--- config.mk ---
export PLATFORM = sky130hd
export DESIGN_NAME = pipe_skid_reg
export DESIGN_NICKNAME = d
export VERILOG_FILES = /design/src/rtl/pipe_skid_reg.sv
export SDC_FILE = /design/constraint.sdc
export NUM_CORES = 1
export LEC_CHECK = 0
export ABC_AREA = 1
export CORE_ASPECT_RATIO = 0.75
export CORE_MARGIN = 2
export CORE_UTILIZATION = 35
export DETAILED_ROUTE_END_ITERATION = 8
export GPL_TIMING_DRIVEN = 0
export SYNTH_ARGS = -nofsm -noshare
export SYNTH_HDL_FRONTEND = slang
export SYNTH_SLANG_ARGS = --single-unit
--- constraint.sdc ---
create_clock -name clk -period 13.9 [get_ports clk]
set_input_delay 2.78 -clock clk [delete_from_list [all_inputs] [get_ports clk]]
set_output_delay 2.78 -clock clk [all_outputs]
set_load 0.02 [all_outputs]
--- src/rtl/pipe_skid_reg.sv ---
// Inter-stage pipeline register: valid/ready handshake, synchronous flush, optional
// second (skid) entry and a saturating count of cycles with nothing presented downstream.
//  state    | meaning
//  ST_EMPTY | nothing held; out_ctrl is zero (NOP presented)
//  ST_HALF  | main register holds the entry presented downstream
//  ST_FULL  | main presented, skid holds the next entry, in_ready low (SKID=1 only)
module pipe_skid_reg #(
   parameter int CTRL_W     = 14,
   parameter int DATA_W     = 143,
   parameter int SKID       = 1,
   parameter int CLEAR_DATA = 1,
   parameter int CNT_W      = 16
) (
   input  logic              clk,
   input  logic              rst,
   input  logic              flush,
   input  logic              clr_stats,
   input  logic              in_valid,
   output logic              in_ready,
   input  logic [CTRL_W-1:0] in_ctrl,
   input  logic [DATA_W-1:0] in_data,
   output logic              out_valid,
   input  logic              out_ready,
   output logic [CTRL_W-1:0] out_ctrl,
   output logic [DATA_W-1:0] out_data,
   output logic [1:0]        occupancy,
   output logic [CNT_W-1:0]  bubble_cnt
);

   typedef enum logic [1:0] {
      ST_EMPTY = 2'd0,
      ST_HALF  = 2'd1,
      ST_FULL  = 2'd2
   } state_t;

   state_t            state;
   logic [CTRL_W-1:0] skid_ctrl;
   logic [DATA_W-1:0] skid_data;
   logic              accept;
   logic              emit;

   assign out_valid = (state != ST_EMPTY);
   assign occupancy = state;
   assign accept    = in_valid & in_ready;
   assign emit      = out_valid & out_ready;

   generate
      if (SKID != 0) begin : g_skid
         // Only a decode of the state flop, so upstream sees no combinational path from out_ready.
         assign in_ready = (state != ST_FULL);
      end else begin : g_noskid
         assign in_ready = out_ready | ~out_valid;
      end
   endgenerate

   always_ff @(posedge clk or posedge rst) begin
      if (rst) begin
         state     <= ST_EMPTY;
         out_ctrl  <= '0;
         out_data  <= '0;
         skid_ctrl <= '0;
         skid_data <= '0;
      end else if (flush) begin
         state     <= ST_EMPTY;
         out_ctrl  <= '0;
         skid_ctrl <= '0;
         skid_data <= '0;
         if (CLEAR_DATA != 0) out_data <= '0;
      end else begin
         case (state)
            ST_EMPTY: begin
               if (accept) begin
                  state    <= ST_HALF;
                  out_ctrl <= in_ctrl;
                  out_data <= in_data;
               end
            end
            ST_HALF: begin
               if (accept && emit) begin
                  out_ctrl <= in_ctrl;
                  out_data <= in_data;
               end else if (accept) begin
                  if (SKID != 0) begin
                     state     <= ST_FULL;
                     skid_ctrl <= in_ctrl;
                     skid_data <= in_data;
                  end
               end else if (emit) begin
                  state    <= ST_EMPTY;
                  out_ctrl <= '0;
                  if (CLEAR_DATA != 0) out_data <= '0;
               end
            end
            ST_FULL: begin
               if (emit) begin
                  state     <= ST_HALF;
                  out_ctrl  <= skid_ctrl;
                  out_data  <= skid_data;
                  skid_ctrl <= '0;
                  skid_data <= '0;
               end
            end
            default: begin
               state    <= ST_EMPTY;
               out_ctrl <= '0;
            end
         endcase
      end
   end

   // Counts on the pre-edge out_valid; flush deliberately does not touch the statistic.
   always_ff @(posedge clk or posedge rst) begin
      if (rst) begin
         bubble_cnt <= '0;
      end else if (clr_stats) begin
         bubble_cnt <= '0;
      end else if (!out_valid && (bubble_cnt != {CNT_W{1'b1}})) begin
         bubble_cnt <= bubble_cnt + CNT_W'(1);
      end
   end

endmodule

==> impl_metrics.yaml <==
status:
  outcome: "finished, final reports clean"
min_path:
  hold_path.class: "flip-flop to flip-flop"
  min_from: "out_data[21]"
placement:
  io_buffers: 339
  place_area_um2: 19600
  dp_hpwl_um: 36500
  placed_cells: 2974
  dp_slack_ns: 8.41
  place_congestion: 0.864
critical_path:
  endpoint: "out_valid"
  crit_path_max_fanout: 9
  r2r_end: "skid_data[113]"
  crit_type: "flip-flop to output pin"
  critical_path.startpoint_type: "flip-flop"
  ff2ff_path_depth: 11
  crit_required_ns: 11.12
  r2r_start: "occupancy[0]"
  cp-end-kind: "output pin"
  cp.arrival_ns: 2.28
  worst-r2r-setup-slack_ns: 10.83
  cp-startpoint: "occupancy[0]"
pwr:
  p_total_w: 0.00447
  pwr-share-clk_pct: 22.7
  power_frac_seq_pct: 33.8
  p_per_area_nw_per_um2: 214
  p_sw_w: 0.00185
  leakage_nw: 10.3
  max-vdd-ir-drop_uv: 121
  switching_share_pct: 41.4
  power_frac_comb_pct: 43.5
  power.internal_w: 0.00262
floorplanning:
  core_um2: 43400
  rows: 66
  die_area_um2: 45800
  die_w_um: 246
  io_pins: 340
  fp.dieH_um: 186
  initial_core_util_pct: 35.5
sta:
  rsz0062_at_grt: "no"
  setup_violations: 0
  report.final.hold_viol_count: 0
  worst_pin_slew_ns: 0.913
  layout_setup_ws_ns: 8.84
  finClkSkew_ns: 0.0150
  timing.final.crit_share_pct: 36.4
  holdWs_ns: 0.477
  period_needed_ns: 5.06
  slew_headroom_pct: 39.1
  fmaxAchievable_mhz: 198
  slew_viol_final: 0
synthesis:
  synth_area_per_cell_um2: 7.50
  synth-seq-cells: 332
  synth_fp_nets: 2224
  ys_seq_area_share_pct: 53.9
  synth.yosys.warnings: 0
  syn_inst: 2055
  yosysUniqueCellTypes: 23
  synthesis.area_um2: 15400
clock_tree:
  root_buffer: "clkbuf_16"
  cts_buffer_depth: 3
  post_cts_buffers: 0
  cts_sinks: 332
  ctsResizeCount: 0
  worstSkewPairLatency_ns: 0.52
  path_clk_slew_ns: 0.06
  cts-hold-fix-buffers: 0
  cts_inserted_buffers: 38
  cts_tree: "done"
  htree_levels: 2
drt:
  wl_per_cell_um: 16.7
  ant_nets: 0
  first_pass_iters: 5
  viasPerCell: 4.84
  drc: 0
  drt_iter0_markers: 992
  wl_um: 50700
  vias: 14724
global_routing:
  antenna_found_initial: 4
  grt_max_degree: 123
  first_global_vias: 14189
  grtUsageTotal_pct: 22.0
  grt_overflow_total: 0
  grt_pass1_wl_um: 79300
finish:
  area_delta_synth_final_pct: 35.3
  design_area_um2: 20900
  drive_above_1_share_pct: 4.59
  fin_cells: 3042
  finalNetCount: 2605
job:
  drv_cap: 0
## per-layer routing
| metal | GRT usage (%) | routed length, um | up-vias |
|---|---|---|---|
| met5 | 0 | 30 | - |
| met4 | 4.14 | 832 | 4 |
| met3 | 4.20 | 3130 | 58 |
| met2 | 34.5 | 22600 | 435 |
| met1 | 31.8 | 24100 | 7000 |
| li1 | - | - | 7227 |
## worst min-delay path by stage
stage                     slack (ns)             end  cells past startpoint
after floorplan                 0.45  skid_data[100]                      2
after global placement          0.46   out_data[111]                      2
after detailed placement        0.46    out_data[38]                      2
after CTS                       0.48    out_data[38]                      2
after global routing            0.50    out_data[26]                      2
final                           0.48    out_data[21]                      2
## synthesized netlist by cell type
master | number | area share (%)
nand4_1 | 15 | 0.61
nor2_1 | 25 | 0.61
nand3_1 | 159 | 5.2
xor2_1 | 3 | 0.17
dfrtp_1 | 332 | 54
or2_2 | 3 | 0.12
nor2_4 | 1 | 0.073
nor3_2 | 1 | 0.065
inv_1 | 21 | 0.51
o21ai_1 | 1 | 0.032
buf_2 | 44 | 1.4
clkbuf_2 | 1 | 0.032
o21ai_2 | 1 | 0.057
nand3_2 | 2 | 0.13
nor2_2 | 1 | 0.041
clkbuf_1 | 89 | 2.2
buf_1 | 3 | 0.073
o21ai_0 | 174 | 5.6
nand2_1 | 1168 | 28
buf_4 | 1 | 0.049
ha_1 | 6 | 0.49
nand3b_1 | 1 | 0.049
o21bai_1 | 3 | 0.15
## critical path, stage by stage (launching register included)
cell and delay, ns:
dfrtp_1 0.42, inv_1 0.12, ha_1 0.20, clkbuf_2 0.20, inv_1 0.17, clkdlybuf4s50_1 0.64
## power by group through the flow
stage / sequential [W] / clock, W / combinational, W
finish: 0.00151 / 0.00101 / 0.00194
global route: 0.00155 / 0.00108 / 0.00215
CTS: 0.00151 / 0.00104 / 0.00197
detailed placement: 0.00152 / 0 / 0.00196
global placement: 0.00152 / 0 / 0.00193
floorplan: 0.00174 / 0 / 0.000824
## per-stage QoR
step,util (%),setup TNS (ns)
2_1_floorplan,-,0
3_3_place_gp,45.0,-819.35
4_1_cts,48.0,0
5_1_grt,48.0,0
6_report,48.0,0
3_5_place_dp,45.1,0
## flip-flops by register name, summed over array words and instances (netlist names)
register	cells
occupancy	2
skid_ctrl	14
out_ctrl	14
out_data	143
bubble_cnt	16
skid_data	143
## layout make-up
cell class,instances,area (um2)
Antenna cell,2,5.00
Buffer,138,578
Clock buffer,60,1180
Clock inverter,6,80.1
Fill cell,4285,22600
Inverter,21,86.3
Multi-Input combinational cell,1564,6450
Sequential cell,332,8310
Tap cell,578,723
Timing Repair Buffer,341,3450
## cells by family after synthesis
kind of cell	share of synthesized area, %
AO/OA/AOI/OAI	5.88
XOR/XNOR	0.170
adder cells (fa/ha/maj)	0.487
buffers and inverters	4.26
flip-flops	53.9
AND/OR/NAND/NOR	35.3
## placed cells by master, fill, tap and decap left out, types with 3 or more instances in the layout
master           instances
buf_1                    3
buf_2                   44
clkbuf_1               100
clkbuf_16               41
clkbuf_8                 8
clkdlybuf4s50_1        339
clkinv_2                 4
dfrtp_1                332
ha_1                     6
inv_1                   20
nand2_1               1168
nand3_1                159
nand4_1                 15
nor2_1                  25
o21ai_0                174
o21bai_1                 3
or2_2                    3
xor2_1                   3
No activity file was read; power rests on OpenSTA's default activity.
